**src/rtl/rf_wb_arbiter.sv**
```systemverilog
// Two-requester arbiter for the regfile write port, with read-port bypass.
// w0 (load writeback) is preferred; w1 (ALU writeback) is forced through after STARVE_LIMIT waits.
module rf_wb_arbiter #(
  parameter int DW           = 64,
  parameter int AW           = 5,
  parameter int ZERO_REG     = 31,
  parameter int STARVE_LIMIT = 4
) (
  input  logic          clk,
  input  logic          rst,
  input  logic          w0_valid,
  output logic          w0_ready,
  input  logic [AW-1:0] w0_addr,
  input  logic [DW-1:0] w0_data,
  input  logic          w1_valid,
  output logic          w1_ready,
  input  logic [AW-1:0] w1_addr,
  input  logic [DW-1:0] w1_data,
  output logic          rf_we,
  output logic [AW-1:0] rf_waddr,
  output logic [DW-1:0] rf_wdata,
  input  logic [AW-1:0] rd_addr1,
  input  logic [AW-1:0] rd_addr2,
  input  logic [DW-1:0] rf_rdata1,
  input  logic [DW-1:0] rf_rdata2,
  output logic [DW-1:0] rdata1,
  output logic [DW-1:0] rdata2,
  output logic          force1
);

  localparam int CW = $clog2(STARVE_LIMIT + 1);
  localparam logic [AW-1:0] ZADDR = AW'(ZERO_REG);

  typedef enum logic {NORMAL = 1'b0, FORCE = 1'b1} state_t;

  state_t        state, state_next;
  logic [CW-1:0] cnt, cnt_next;
  logic          w0_acc, w1_acc;
  logic [AW-1:0] sel_addr;
  logic [DW-1:0] sel_data;

  // Handshake: a requester's write is taken on a cycle where valid && ready.
  // Ready never depends on the requester's own valid; both are held low in rst.
  assign force1   = (state == FORCE);
  assign w0_ready = !rst && !force1;
  assign w1_ready = !rst && (force1 || !w0_valid);
  assign w0_acc   = w0_valid && w0_ready;
  assign w1_acc   = w1_valid && w1_ready;

  always_comb begin
    cnt_next   = '0;
    state_next = state;
    if (w1_valid && !w1_acc) cnt_next = cnt + CW'(1);
    case (state)
      NORMAL: if (cnt_next == CW'(STARVE_LIMIT)) state_next = FORCE;
      FORCE:  if (w1_acc || !w1_valid) state_next = NORMAL;
      default: state_next = NORMAL;
    endcase
  end

  always_ff @(posedge clk) begin
    if (rst) begin
      state <= NORMAL;
      cnt   <= '0;
    end else begin
      state <= state_next;
      cnt   <= cnt_next;
    end
  end

  always_comb begin
    sel_addr = w0_addr;
    sel_data = w0_data;
    if (w1_acc) begin
      sel_addr = w1_addr;
      sel_data = w1_data;
    end
  end

  // Writes to the hardwired-zero register complete the handshake but never raise rf_we.
  always_ff @(posedge clk) begin
    if (rst) begin
      rf_we    <= 1'b0;
      rf_waddr <= '0;
      rf_wdata <= '0;
    end else if (w0_acc || w1_acc) begin
      rf_we    <= (sel_addr != ZADDR);
      rf_waddr <= sel_addr;
      rf_wdata <= sel_data;
    end else begin
      rf_we <= 1'b0;
    end
  end

  always_comb begin
    rdata1 = rf_rdata1;
    if (rd_addr1 == ZADDR) rdata1 = '0;
    else if (rf_we && rd_addr1 == rf_waddr) rdata1 = rf_wdata;
  end

  always_comb begin
    rdata2 = rf_rdata2;
    if (rd_addr2 == ZADDR) rdata2 = '0;
    else if (rf_we && rd_addr2 == rf_waddr) rdata2 = rf_wdata;
  end

endmodule
```
**config.mk**
```make
export PLATFORM = sky130hd
export DESIGN_NAME = rf_wb_arbiter
export DESIGN_NICKNAME = d
export VERILOG_FILES = /design/src/rtl/rf_wb_arbiter.sv
export SDC_FILE = /design/constraint.sdc
export NUM_CORES = 1
export LEC_CHECK = 0
export ABC_AREA = 1
export CORE_AREA = 2 2 184 186
export DETAILED_ROUTE_END_ITERATION = 8
export DIE_AREA = 0 0 186 188
export GPL_ROUTABILITY_DRIVEN = 0
export PLACE_DENSITY = 0.51
export SETUP_SLACK_MARGIN = 0.2
export SLEW_MARGIN = 20
export SYNTH_ARGS = -nofsm -noshare
export SYNTH_HDL_FRONTEND = slang
export SYNTH_SLANG_ARGS = --single-unit
```
**constraint.sdc**
```tcl
create_clock -name clk -period 1.61 [get_ports clk]
set_input_delay 0.4025 -clock clk [delete_from_list [all_inputs] [get_ports clk]]
set_output_delay 0.4025 -clock clk [all_outputs]
set_load 0.1 [all_outputs]
```
# Yosys cells after proc, flatten, opt, wreduce, memory -nomap -nowiden
# Index checks and enable logic that the tools add are counted.
[word_totals] regBits=74 latchBits=0 ram_bits=0 mem_bits_ro=0 output_inout_bits=201 memories=0
[classes] n_addsub=1 multipliers=0 div_mod_pow=0 order_cmp=0 n_eq_ne=6 n_shift=0 mux=10 n_bitwise=2 reduce_logical=16
[op_table] op="64-bit two-way mux" n=5
[op_table] op="5-bit equality test" n=2
[op_table] op="5-bit equality test, second input constant" n=2
[op_table] op="1-bit logical AND" n=7
[op_table] op="1-bit logical NOT" n=5
[op_table] op="5-bit two-way mux" n=1
[op_table] op="5-bit != test, second input constant" n=1
[op_table] op="3-bit by 1-bit adder with 3-bit output, second input constant" n=1
[op_table] op="3-bit equality test, second input constant" n=1
[op_table] op="1-bit logical OR" n=3
[op_table] op="3-bit two-way mux" n=1
[op_table] op="1-bit two-way mux" n=2
[op_table] op="1-bit inverter" n=2
[op_table] op="1-bit one-hot mux with 2 select lines" n=1
[op_table] op="2-bit OR reduction" n=1

# Logic depth before layout (Yosys ltp)
[depth] word_depth=10 ltp_mapped=10 depth_no_buf=9

# Least setup slack after synthesis
# Ideal clock, no wire load.
[synth_timing] kind="register -> output" from="register rf_waddr[2]" to="output rdata1[43]" arrival_ns=3.157 t_required_ns=1.207 slack_ns=-1.950 stages_incl_launch_ff=9 n_path_buf=2 cell_sequence="dfxtp_1 -> inv_1 -> o21ai_0 -> nor2_1 -> nand3_1 -> buf_2 -> buf_2 -> nor2_1 -> nor2_1"
[synth_between] elab_chain_len=4
[synth_rtl] element="from (decl)" line="20" rtl="output logic [AW-1:0] rf_waddr,"
[synth_rtl] element="from (signal assigned)" line="88" rtl="rf_waddr <= sel_addr;"
[synth_rtl] element="5-bit equality test" line="98" rtl="else if (rf_we && rd_addr1 == rf_waddr) rdata1 = rf_wdata;"
[synth_rtl] element="1-bit logical AND" line="98"
[synth_rtl] element="64-bit two-way mux" line="98"
[synth_rtl] element="64-bit two-way mux" line="97" rtl="if (rd_addr1 == ZADDR) rdata1 = '0;"
[synth_rtl] element="to (decl)" line="26" rtl="output logic [DW-1:0] rdata1,"
# No other way between the ends.

# Final worst setup path
[layout_timing] from="register rf_waddr[0]" to="output rdata1[61]"
# The elaborated chain is that of the path after synthesis.

==> metrics.csv <==
stage;metric;value;unit
timing;RSZ-0062 raised after global routing;yes;
synth;most numerous cell in the Yosys netlist;nand2_1;
timing;Fin. Hold Viols;0;
worst_setup_path;CP endpoint kind;output pin;
die;core area;0.03311;mm2
die;Die X;186;um
worst_setup_path;r2r worst-path depth;12;
placed_design;post-detail-place hpwl;28.10;mm
synth;syn avg cell area;5.184;um2
die;die area;0.03497;mm2
synth;synth unique cells;22;
timing;minimum clock period;2.423;ns
timing;Setup-failing EPs final;142;
detailed_routing;routed len/inst;19.15;um
finish;Layout Cells excl Fill;2273;
cts;# clock sinks;74;
synth;leading area contributor after synthesis;dfxtp_1;
synth;EDFF count, synth;0;
timing;setup_tns;-95.53;ns
worst_setup_path;Critical Path AT;2.02;ns
power_and_ir_drop;P_leak;8.942;nW
timing;Slew Limit Fails;0;
die;FP Rows;67;
synth;most frequent cells after synthesis;nand2_1, nor2_1, inv_1, a21oi_1, dfxtp_1;
global_route;vias in the first global route;9996;
worst_setup_path;Worst EP required;1.21;ns
timing;Slew HR;68.48;%
timing;Final Skew;0.01337;ns
finish;FF/Latch Area;0.001579;mm2
timing;actual slew at the worst max-slew pin;0.4729;ns
finish;Layout area overhead;207.3;%
finish;layout filler cell count;2847;
placed_design;Placed Cells;2152;
finish;fin util;58.69;%
global_route;first-pass GRT wire length;59.93;mm
global_route;grt ovf;0;
cts;Inserted Clock Buffers;9;
cts;H-tree depth;3;
cts;cts hold-fix bufs;0;
timing;Hold Slack;0.4577;ns
cts;Max Root-Sink Buffers;2;
cts;clk slew on worst S/H paths;0.07;ns
run;Max-cap violations;0;
finish;area occupied by multi-input gates;0.006484;mm2
detailed_routing;via count;10036;
worst_setup_path;Worst Path Max Fanout;9;
worst_hold_path;hold depth;1;
global_route;Total Routing Usage GR;22.73;%
worst_setup_path;CP startpoint kind;register;
die;die height;188;um
detailed_routing;drt drc;0;
detailed_routing;ANT nets after route;0;
synth;Area contributors post-synth;dfxtp_1, nand2_1, nor2_1;
timing;Max Freq;412.7;MHz
placed_design;I/O Buffers;480;
synth;synth warn;0;
synth;Synth top area share;23.42;%
worst_setup_path;critical path class;register to output pin;
detailed_routing;DRT iter0 DRCs;281;
global_route;pin count of the biggest net entering global routing;52;
synth;syn_nets;1501;
detailed_routing;Pre-antenna DRT Iters;4;
detailed_routing;final wirelength;43.53;mm
finish;Layout Nets;2098;
timing;period utilization;150.5;%
detailed_routing;DR vias/cell;4.415;
cts;CTS tree;done;
die;Ports;481;
finish;ratio of cells with drive above 1 in the final layout;54.67;%
worst_hold_path;worst hold path class;register to register;
outcome;outcome;complete, but fails checks;
synth;Async SR Flop Fraction;0;%
power_and_ir_drop;PD cells;609.9;mW/mm2
cts;Root Driver;clkbuf_16;
global_route;antenna violations before repair;3;
outcome;failing checks;negative setup slack;
die;Starting Density;19.10;%
power_and_ir_drop;peak supply drop;0.4654;mV
synth;Synth Register Bits;74;
cts;worst-skew pair later-pin latency;0.35;ns
synth;mapped cell area;0.006325;mm2
synth;Syn Inst Count;1220;
synth;Synth Flop Type;dfxtp_1;
timing;final worst slack;-0.8133;ns
synth;post-synthesis sequential area ratio;23.42;%
placed cells by master (no fill, tap or decap), types with 2 or more instances in the layout:
cell type        synthesis  final
nor2_2                   0     58
buf_16                   0     30
o21ai_4                  0      2
clkbuf_16                0     20
o21ai_2                  0     14
buf_12                   0    240
nand2_4                  3     71
nand2_1                356    137
clkbuf_1                27      2
a21oi_1                114     58
nand3_4                  0      6
nand4_1                  5      5
clkdlybuf4s50_1          0    266
dfxtp_2                  0     12
dfxtp_4                  0     22
o211ai_1                 4      4
o21ai_1                 64     55
buf_4                    4     49
inv_4                    0      5
a21oi_4                  0     16
inv_1                  215    208
nor2_1                 275     36
diode_2                  0      3
buf_6                   15     41
nand2_8                  0      2
nor2_4                   0    181
clkinvlp_4               0      2
buf_8                    0     10
nand2_2                  0    149
a21oi_2                 14     54
dlygate4sd2_1            0     11
dfxtp_1                 74     40
inv_2                    4      6
sequential cells by signal, indices dropped and copies added (netlist names):
name,cells
rf_we,1
force1,1
rf_waddr,5
cnt,3
rf_wdata,64
routing by layer:
metal / share of wire [%] / wire (um) / global-route usage (%)
met4: 3.5 / 1536 / 7.995
met2: 51 / 22000 / 40.15
met5: 0 / 0 / 0
met3: 7.3 / 3169 / 6.137
met1: 39 / 16820 / 26.06
kinds of logic (layout without fill, tap and decap cells):
| family | count (synthesis) | after routing | synth area share [%] |
|---|---|---|---|
| AND/OR/NAND/NOR | 646 | 647 | 39.11 |
| buffers and inverters | 294 | 895 | 20.00 |
| AO/OA/AOI/OAI | 204 | 204 | 17.13 |
| flip-flops | 74 | 74 | 23.42 |
| adder cells (fa/ha/maj) | 1 | 1 | 0.1978 |
| XOR/XNOR | 1 | 1 | 0.1385 |
| other | 0 | 3 | 0 |
critical path, stage by stage (launching register included):
cell and delay (ns):
dfxtp_4 0.35, buf_6 0.13, nand2_2 0.06, nand2_2 0.06, nor2_4 0.09, nand3_4 0.08, buf_12 0.17, buf_12 0.14
buf_8 0.13, buf_16 0.15, nor2_4 0.11, nor2_4 0.05, buf_12 0.16
path summary, 6_finish.rpt:
kind                  endpoint         from  slack (ns)
setup / recovery    rdata1[61]  rf_waddr[0]       -0.81
setup reg to reg  rf_wdata[36]       force1       -0.04
hold reg to reg         cnt[0]       cnt[0]        0.46
hold / removal          cnt[0]       cnt[0]        0.46
metrics by stage:
step                      cell area [um2]  worst slack, ns  power (mW)
final                               19430          -0.8133       11.85
after global routing                19430          -0.9077       12.28
after CTS                           18000          -0.8498       11.59
after detailed placement            15360           -1.074       8.817
after global placement              15360           -1.054       8.784
after floorplan                      7709          -0.8991       6.012
report_power, final:
part	switching [mW]	leakage (nW)	internal, mW
Sequential	0.260	0.628	1.94
Combinational	4.41	8.17	3.08
Clock	0.907	0.144	1.25
timing repair:
item | in CTS | in global routing
gates resized for setup | 404 | 241
setup endpoints to repair | 251 | 267
endpoints found under the hold margin | 0 | 0
buffers inserted | 35 | 26
cloned | 27 | 14
pin swaps | 133 | 87
final cells by class:
class | count | area share [%]
Tap cell | 448 | 2.884
Clock inverter | 4 | 0.2575
Antenna cell | 3 | 0.03863
Clock buffer | 12 | 1.268
Inverter | 219 | 4.352
Sequential cell | 74 | 8.125
Multi-Input combinational cell | 853 | 33.36
Timing Repair Buffer | 660 | 49.71
(Power assumes the default switching activity.)
